$ cat config.mk
export PLATFORM = sky130hd
export DESIGN_NAME = color_fader_flat
export DESIGN_NICKNAME = d
export VERILOG_FILES = /design/src/rtl/color_fader_if.sv /design/src/rtl/color_fader.sv /design/src/flat_wrapper.sv
export SDC_FILE = /design/constraint.sdc
export NUM_CORES = 1
export LEC_CHECK = 0
export CORE_MARGIN = 1
export CORE_UTILIZATION = 30
export CTS_CLUSTER_DIAMETER = 60
export DETAILED_ROUTE_END_ITERATION = 7
export SLEW_MARGIN = 0
export SYNTH_ARGS = -nofsm -noshare
export SYNTH_HDL_FRONTEND = slang
export SYNTH_SLANG_ARGS = --single-unit
$ cat constraint.sdc
create_clock -name clock -period 4.6 [get_ports clock]
set_input_delay 0.69 -clock clock [delete_from_list [all_inputs] [get_ports clock]]
set_output_delay 0.69 -clock clock [all_outputs]
set_load 0.01 [all_outputs]
$ cat src/rtl/color_fader_if.sv
// Bundle between the FFT energy stage, the color fader and the display/LED driver.
// The energy side drives target/done/freeze; the fader drives the smoothed color and status.
interface color_fader_if;
    logic [83:0] target;
    logic        done;
    logic        freeze;
    logic [83:0] color_out;
    logic        frame_strobe;
    logic        busy;
    logic        settled;

    modport master (
        output target,
        output done,
        output freeze,
        input  color_out,
        input  frame_strobe,
        input  busy,
        input  settled
    );

    modport slave (
        input  target,
        input  done,
        input  freeze,
        output color_out,
        output frame_strobe,
        output busy,
        output settled
    );
endinterface

$ cat src/rtl/color_fader.sv
// Smooths the 21-nibble RGB444 bin color word toward the last captured target, one nibble per cycle per tick.
// Define COLOR_FADER_INSTANT_EN to jump straight to the captured color on each tick instead of fading.
module color_fader #(
    parameter int TICK_CYCLES = 1_000_000,
    parameter int STEP        = 1
) (
    input  logic         clock,
    input  logic         reset_n,
    color_fader_if.slave bus
);

    localparam int             CW        = (TICK_CYCLES > 1) ? $clog2(TICK_CYCLES) : 1;
    localparam logic [CW-1:0]  TICK_LAST = CW'(TICK_CYCLES - 1);
    localparam logic [4:0]     LAST_IDX  = 5'd20;

    typedef enum logic [1:0] {
        S_IDLE,
        S_WAIT,
        S_SWEEP,
        S_STROBE
    } state_t;

    state_t        state_q;
    state_t        state_d;

    logic [CW-1:0] tick_cnt;
    logic          tick;
    logic          done_q;
    logic          capture;

    logic [83:0]   target_hold;
    logic [83:0]   snap;
    logic [83:0]   work;
    logic [83:0]   color_q;
    logic [4:0]    idx;
    logic          chg;
    logic          strobe_q;
    logic          settled_q;
    logic          busy;

    logic          load_snap;
    logic          do_step;
    logic          publish;

    logic [6:0]    nib_lsb;
    logic [3:0]    snap_nib;
    logic [3:0]    work_nib;
    logic [3:0]    next_nib;

    assign tick    = (tick_cnt == TICK_LAST);
    assign capture = bus.done & ~done_q & ~bus.freeze;
    assign busy    = (state_q == S_SWEEP) || (state_q == S_STROBE);

    always_ff @(posedge clock or negedge reset_n) begin
        if (!reset_n) begin
            tick_cnt <= '0;
        end else if (tick) begin
            tick_cnt <= '0;
        end else begin
            tick_cnt <= tick_cnt + 1'b1;
        end
    end

    // Captures are independent of the fade FSM so a new frame is never lost mid-sweep.
    always_ff @(posedge clock or negedge reset_n) begin
        if (!reset_n) begin
            done_q      <= 1'b0;
            target_hold <= '0;
        end else begin
            done_q <= bus.done;
            if (capture) begin
                target_hold <= bus.target;
            end
        end
    end

    always_ff @(posedge clock or negedge reset_n) begin
        if (!reset_n) begin
            state_q <= S_IDLE;
        end else begin
            state_q <= state_d;
        end
    end

    always_comb begin
        state_d   = state_q;
        load_snap = 1'b0;
        do_step   = 1'b0;
        publish   = 1'b0;
        case (state_q)
            S_IDLE: begin
                state_d = S_WAIT;
            end
            S_WAIT: begin
                if (tick) begin
                    load_snap = 1'b1;
                    state_d   = S_SWEEP;
                end
            end
            S_SWEEP: begin
                do_step = 1'b1;
                if (idx == LAST_IDX) begin
                    state_d = S_STROBE;
                end
            end
            S_STROBE: begin
                publish = 1'b1;
                state_d = S_WAIT;
            end
            default: begin
                state_d = S_IDLE;
            end
        endcase
    end

    assign nib_lsb  = {idx, 2'b00};
    assign snap_nib = snap[nib_lsb +: 4];
    assign work_nib = work[nib_lsb +: 4];

`ifdef COLOR_FADER_INSTANT_EN
    assign next_nib = snap_nib;
`else
    localparam logic [3:0] STEP_N = 4'(STEP);

    logic [3:0] diff;
    logic [3:0] step_amt;

    // Clamping the step to the remaining distance keeps the nibble from overshooting or wrapping.
    always_comb begin
        diff     = '0;
        step_amt = '0;
        next_nib = work_nib;
        if (snap_nib > work_nib) begin
            diff     = snap_nib - work_nib;
            step_amt = (diff < STEP_N) ? diff : STEP_N;
            next_nib = work_nib + step_amt;
        end else if (snap_nib < work_nib) begin
            diff     = work_nib - snap_nib;
            step_amt = (diff < STEP_N) ? diff : STEP_N;
            next_nib = work_nib - step_amt;
        end
    end
`endif

    always_ff @(posedge clock or negedge reset_n) begin
        if (!reset_n) begin
            snap     <= '0;
            work     <= '0;
            color_q  <= '0;
            idx      <= '0;
            chg      <= 1'b0;
            strobe_q <= 1'b0;
        end else begin
            strobe_q <= 1'b0;
            if (load_snap) begin
                snap <= target_hold;
                idx  <= '0;
                chg  <= 1'b0;
            end
            if (do_step) begin
                work[nib_lsb +: 4] <= next_nib;
                idx                <= idx + 5'd1;
                if (snap_nib != work_nib) begin
                    chg <= 1'b1;
                end
            end
            // The whole word is published in one edge so the driver never sees a half-updated frame.
            if (publish) begin
                color_q  <= work;
                strobe_q <= chg;
            end
        end
    end

    always_ff @(posedge clock or negedge reset_n) begin
        if (!reset_n) begin
            settled_q <= 1'b1;
        end else begin
            settled_q <= (color_q == target_hold) && !busy;
        end
    end

    assign bus.color_out    = color_q;
    assign bus.frame_strobe = strobe_q;
    assign bus.busy         = busy;
    assign bus.settled      = settled_q;

endmodule

$ cat src/flat_wrapper.sv
// flat-port wrapper written by rule: the top's interface ports become plain ports
module color_fader_flat 
#(
    parameter int TICK_CYCLES = 1_000_000,
    parameter int STEP        = 1
)
  (clock, reset_n, bus_target, bus_done, bus_freeze, bus_color_out, bus_frame_strobe, bus_busy, bus_settled);
  color_fader_if bus_i ();
  input  logic clock;
  input  logic reset_n;
  input wire logic [$bits(bus_i.target)-1:0] bus_target;
  input wire logic [$bits(bus_i.done)-1:0] bus_done;
  input wire logic [$bits(bus_i.freeze)-1:0] bus_freeze;
  output wire logic [$bits(bus_i.color_out)-1:0] bus_color_out;
  output wire logic [$bits(bus_i.frame_strobe)-1:0] bus_frame_strobe;
  output wire logic [$bits(bus_i.busy)-1:0] bus_busy;
  output wire logic [$bits(bus_i.settled)-1:0] bus_settled;
  assign bus_i.target = bus_target;
  assign bus_i.done = bus_done;
  assign bus_i.freeze = bus_freeze;
  assign bus_color_out = bus_i.color_out;
  assign bus_frame_strobe = bus_i.frame_strobe;
  assign bus_busy = bus_i.busy;
  assign bus_settled = bus_i.settled;
  color_fader #(.TICK_CYCLES(TICK_CYCLES), .STEP(STEP)) u_core (.clock(clock), .reset_n(reset_n), .bus(bus_i));
endmodule
Word-level counts from Yosys, hierarchy flattened
Index checks and enable logic that the tools add are counted.
Storage, ports and cells
  input port bits: 88
  ROM bits: 0
  bits in latches: 0
  memories: 0
  output and inout port bits: 87
  register bits: 367
  memory bits (writable): 0
Cells by class
  $lt $le $gt $ge: 4
  reductions and logical operators: 7
  multipliers: 0
  add/sub/neg operators: 7
  eq/ne operators: 9
  bitwise logic cells: 4
  shift-type cells: 4
  mux-type cells: 19
  div/mod/pow operators: 0
Operators with widths (number)
  $shiftx 84x8->4: 2
  $bwmux 84: 1
  $eq 84x84->1: 1
  $shift 4x9->84 const A: 1
  $shiftx 4x9->84: 1
  $add 20x1->20 const B: 1
  $eq 20x20->1 const B: 1
  $mux 20: 1
  $mux 4: 4
  $sub 4x4->4: 3
  $mux 5: 2
  $neg 7->9: 1
  $lt 4x1->1 const B: 2
  $mux 1: 8
  $pmux 2 s3: 1
  $add 5x1->5 const B: 1
  $eq 5x5->1 const B: 1
  $add 4x4->4: 1
  $eq 2x2->1 const B: 2
  $gt 4x4->1: 1
  $lt 4x4->1: 1
  $mux 2: 2
  $ne 4x4->1: 1
  $and 1x1->1: 2
  11 further kinds: 12

Depth between registers and ports, before layout
  depth in word-level cells: 9
  gate-level depth with buffers: 23

Least setup slack after synthesis
Ideal clock, no wire load.
  path kind: flip-flop to flip-flop
  start point: register u_core.idx[0]
  end point: register u_core.work[5]
  arrival time: 4.782 ns
  data required time: 4.504 ns
  setup slack: -0.278 ns
  clock period less this slack: 4.878 ns
  stages on the path, launching flop included: 23
  setup time: 0.096 ns
  path through: dfrtp_1 > buf_6 > buf_4 > buf_2 > buf_2 > mux4_2 > mux2i_1 > nand2_1 > a21oi_1 > a21o_1 > ha_1 > a21o_1 > a21oi_1 > xor2_1 > nand4_1 > ha_1 > fa_1 > nor2_1 > nand2_1 > o21ai_0 > or2_2 > buf_2 > o31ai_1
Between the ends
  longest elaborated chain between the ends: 9
  elaborated cells on any way between the ends: 18
  classes of those cells: add/sub (5); order compare (4); shift (4); mux (5)
Ends and longest elaborated chain
  from (decl): line color_fader.sv:35  | logic [4:0] idx;
  from (signal assigned): line color_fader.sv:162  | idx <= idx + 5'd1;
  $shiftx 84x8->4, on equally long branches: line color_fader.sv:118, color_fader.sv:117
  $sub 4x4->4: line color_fader.sv:138  | diff = work_nib - snap_nib;
  $lt 4x1->1: line color_fader.sv:139  | step_amt = (diff < STEP_N) ? diff : STEP_N;
  $mux 4: line color_fader.sv:139
  $sub 4x4->4: line color_fader.sv:140  | next_nib = work_nib - step_amt;
  $mux 4: line color_fader.sv:137  | end else if (snap_nib < work_nib) begin
  $mux 4: line color_fader.sv:133  | if (snap_nib > work_nib) begin
  $shiftx 4x9->84: line color_fader.sv:161  | work[nib_lsb +: 4] <= next_nib;
  $bwmux 84 (*): line color_fader.sv:161
  to (signal, indexed assignment): line color_fader.sv:161
  to (decl): line color_fader.sv:33  | logic [83:0] work;
Mark *: on every way between the ends. The rest lies on a longest branch, timed or not.
A chain may end at the register's enable or synchronous reset.

Final worst setup path
  start point: register u_core.idx[0]
  end point: register u_core.work[55]
Same word-level chain as after synthesis.

==> results by group <==
Run status
  – Status: complete, no violations

Yosys
  – Fraction of registers with async set or reset after synthesis: 100%
  – Post-Syn Instances: 1,367
  – Mean Syn Cell Area: about 12 um^2
  – Count leader, synth: dfrtp_1
  – Synth Flop Type: dfrtp_1
  – Synth top cells by count: 366 x dfrtp_1, 229 x mux2_2, 159 x nand2_1
  – Register area share after synthesis: between 50% and 60%
  – Dominant cell type by area after synthesis: dfrtp_1
  – Yosys top cell area share: 54.1%
  – Post-synth cell types: 63
  – Synth warnings: 0
  – Area contributors post-synth: dfrtp_1 54%, mux2_2 15%, mux4_2 5.1%, nand2_1 3.5%, o21ai_0 2.9%
  – Synth Cell Area: about 17,000 um^2
  – Number of flops mapped to enable cells by yosys: 0
  – Synth Register Bits: 367

Floorplan
  – Starting Density: a little under a third
  – Die area: 57,400 um^2
  – Total I/O pin count: 175
  – Die width: 240 um
  – Site Rows: 86
  – Die height: 240 um
  – Core Region: 55,400 um^2

Finish
  – Share of cells above drive strength 1: approximately 29%
  – Nets: 1,728
  – Area delta synth->final: 28.7%
  – Fillers: 5,298

Global routing
  – Initial antenna violation count: 1
  – First-pass GRT wire length: 82,300 um
  – Pin count of the biggest net entering global routing: 133
  – GR Util All Layers: 19.6%
  – Vias in the first global route: roughly 12,000
  – Gr ovfl total: 0

STA
  – Fin Clk Skew: between 0.01 and 0.015 ns
  – Fmax: between 0.2 and 0.25 GHz
  – Final hold violation count: 0
  – Max transition margin: 29.9%
  – Tcrit/Tclk final: between 90% and 100%
  – Post-layout min period: approximately 4.5 ns
  – Slew @ Worst Pin: 1.05 ns
  – PnR worst setup slack: 0.108 ns
  – Unrepaired setup endpoints after global routing: yes
  – Final setup fails: 0
  – Pins Over Slew Limit: 0

Worst setup path
  – Crit path max fanout: 7
  – Top delay family on crit path: multiplexers
  – Origin of the worst setup path: u_core.idx[0]$_DFFE_PN0P_
  – Slowest-stage cell, CP: mux4_1
  – Critical-path cell list: buf_12 > mux4_1 > mux4_2 > mux2_4 > buf_6 > inv_1 > buf_4 > fa_1 > nand4_1 > ha_2 > inv_2 > buf_4 > a21o_1 > nor3_2 > a211oi_4 > xnor2_2 > clkbuf_16 > o21ai_0
  – Worst path max stage delay: between 0.5 and 0.6 ns
  – Most used cell along the critical path: buf_4
  – Cell depth of the worst flop-to-flop path: 18
  – WS Path Type: register to register
  – CP bufs+invs: 7
  – Req. time, crit path: 5.02 ns
  – Worst setup SP type: register
  – Crit path capture type: register
  – Reg2reg end: u_core.work[55]$_DFFE_PN0P_
  – R2R setup slack: 0.11 ns
  – Critical path data arrival time: just under 5 ns
  – Reg2Reg Launch Point: u_core.idx[0]$_DFFE_PN0P_

Drt
  – Via count: 12,200
  – Vias per cell: 5.09
  – Initial DRC count: 931
  – Routed WL: 56,800 um
  – DRC Markers: 0
  – ANT nets after route: 0
  – DR pass1 iterations: 5
  – Drt wl/cell: roughly 24 um

Clock tree
  – Sink Count: about 370
  – CTS buffer count: 41
  – CTS Hold Buffers Added: 0
  – CTS Root Cell: clkbuf_16
  – H-tree Lvls: 2
  – Clock Latency Late Sink: 0.55 ns
  – CTS max path bufs: 3
  – Clk pin slew, worst setup/hold paths: 0.06 ns
  – TritonCTS clock tree: done

Power and ir drop
  – Peak supply drop: 0.262 mV
  – Comb pwr share: under 10%
  – Leak pwr: around 9.5 nW
  – Internal power: 0.00568 W
  – Switching Power: 0.00181 W
  – Sequential share of power: 47.7%
  – Power per Cell Area: 343 nW/um^2
  – Clk pwr share: about 46%
  – Switching Share: between 20% and 30%
  – Total power: between 0.007 and 0.008 W

Placed design
  – Number of port buffers: around 170
  – Detailed Place HPWL: around 42,000 um
  – Post-Place Setup Slack: -0.222 ns
  – GP Congestion: 0.932

Flow run
  – Max_cap viols: 0

Hold path
  – Hold Crit Class: input port to async pin
-- registers in the layout, indices dropped and copies added, names as in the netlist --
| register | count |
|---|---|
| u_core.bus.color_out | 84 |
| u_core.bus.frame_strobe | 1 |
| u_core.bus.settled | 1 |
| u_core.chg | 1 |
| u_core.done_q | 1 |
| u_core.idx | 5 |
| u_core.snap | 84 |
| u_core.state_q | 2 |
| u_core.target_hold | 84 |
| u_core.tick_cnt | 20 |
| u_core.work | 84 |
-- routing by layer --
metal  global-route usage [%]  vias up  routed length, um
li1                         -     5387                  -
met1                     26.4     6267              24800
met2                     31.8      436              26700
met3                     3.30       90               3370
met4                     6.70        2               1940
met5                        0        -                 11
-- worst register-to-register path, delay by kind of cell (launching register included) --
kind | cells | cell delay, ns
fa+ha+maj | 2 | 0.59
flops | 1 | 0.45
buf+inv | 7 | 0.90
simple gates | 2 | 0.34
compound gates | 3 | 0.39
mux | 3 | 1.37
xor+xnor | 1 | 0.31
-- through the flow --
stage	setup TNS, ns	hold WS [ns]	cell area, um^2	utilization, %	instances
CTS	0	0.328	21500	38.8	2375
global placement	-6.69	0.462	20100	36.3	2302
detailed placement	-4.75	0.467	20100	36.3	2302
finish	0	0.278	21800	39.4	2394
global route	-0.353	0.349	21800	39.4	2393
floorplan	0	0.394	17000	-	1370
-- power groups by stage --
stage	clock [W]	combinational, W	sequential, W
4_1_cts	0.00348	0.000514	0.00357
3_3_place_gp	0	0.000505	0.00363
5_1_grt	0.00359	0.000545	0.00358
3_5_place_dp	0	0.000510	0.00363
6_report	0.00341	0.000507	0.00357
2_1_floorplan	0	0.000259	0.00352
-- logic make-up (layout without fill, tap and decap cells) --
kind of cell / Yosys count / after routing / synth area share [%]
mux: 281 / 281 / 21.4
flops: 367 / 367 / 54.2
xor+xnor: 78 / 78 / 4.03
other cells: 2 / 6 / 0.0443
compound gates: 198 / 198 / 7.30
simple gates: 301 / 301 / 8.28
buf+inv: 115 / 390 / 2.72
fa+ha+maj: 25 / 25 / 2.02
-- placed cells by master, fill, tap and decap left out, types with 4 or more instances in the layout --
cell,Yosys,routed
a221oi_1,6,6
a21o_1,6,6
clkbuf_8,0,9
or2_2,15,14
a22o_1,9,9
xnor2_1,46,45
clkbuf_16,0,44
inv_1,48,46
buf_4,2,77
bufinv_16,0,4
nor4_1,14,14
a21oi_1,16,12
nand3_1,25,25
o21ai_0,97,94
mux2_2,229,227
o21ai_1,5,7
clkbuf_1,45,6
nor3_1,11,8
nand4_1,22,22
nor2_1,30,30
conb_1,2,5
o22ai_1,10,10
buf_12,0,12
xor2_1,32,32
nand2b_1,4,4
nand2_1,159,158
dfrtp_1,366,364
o31ai_1,17,16
ha_1,21,16
mux4_2,38,38
mux2i_1,11,11
o2bb2ai_1,8,8
clkinv_2,0,7
nor2b_1,5,5
a21oi_2,0,4
clkdlybuf4s50_1,0,173
-- worst max-delay path by stage --
stage	slack [ns]	endpoint	cells past startpoint
finish	0.11	u_core.work[55]$_DFFE_PN0P_	18
global route	-0.03	u_core.work[55]$_DFFE_PN0P_	18
CTS	0.04	u_core.work[1]$_DFFE_PN0P_	17
detailed placement	-0.22	u_core.work[45]$_DFFE_PN0P_	17
global placement	-0.24	u_core.work[61]$_DFFE_PN0P_	17
floorplan	0.03	u_core.work[5]$_DFFE_PN0P_	22
-- repair_timing --
action / 4_1_cts / 5_1_grt
pin swaps: 0 / 6
resized for setup: 5 / 29
setup buffers: 0 / 15
setup endpoints to repair: 51 / 47
gates cloned: 0 / 3
-- final cells by class --
class / count / area (um^2) / area share [%]
Tap cell: 748 / 936 / 4.29
Inverter: 49 / 184 / 0.843
Timing Repair Buffer: 268 / 2650 / 12.1
Multi-Input combinational cell: 888 / 7450 / 34.2
Clock inverter: 16 / 204 / 0.935
Clock buffer: 57 / 1200 / 5.49
Antenna cell: 1 / 2.50 / 0.0115
Sequential cell: 367 / 9190 / 42.1
No activity file was read; power rests on OpenSTA's default activity.
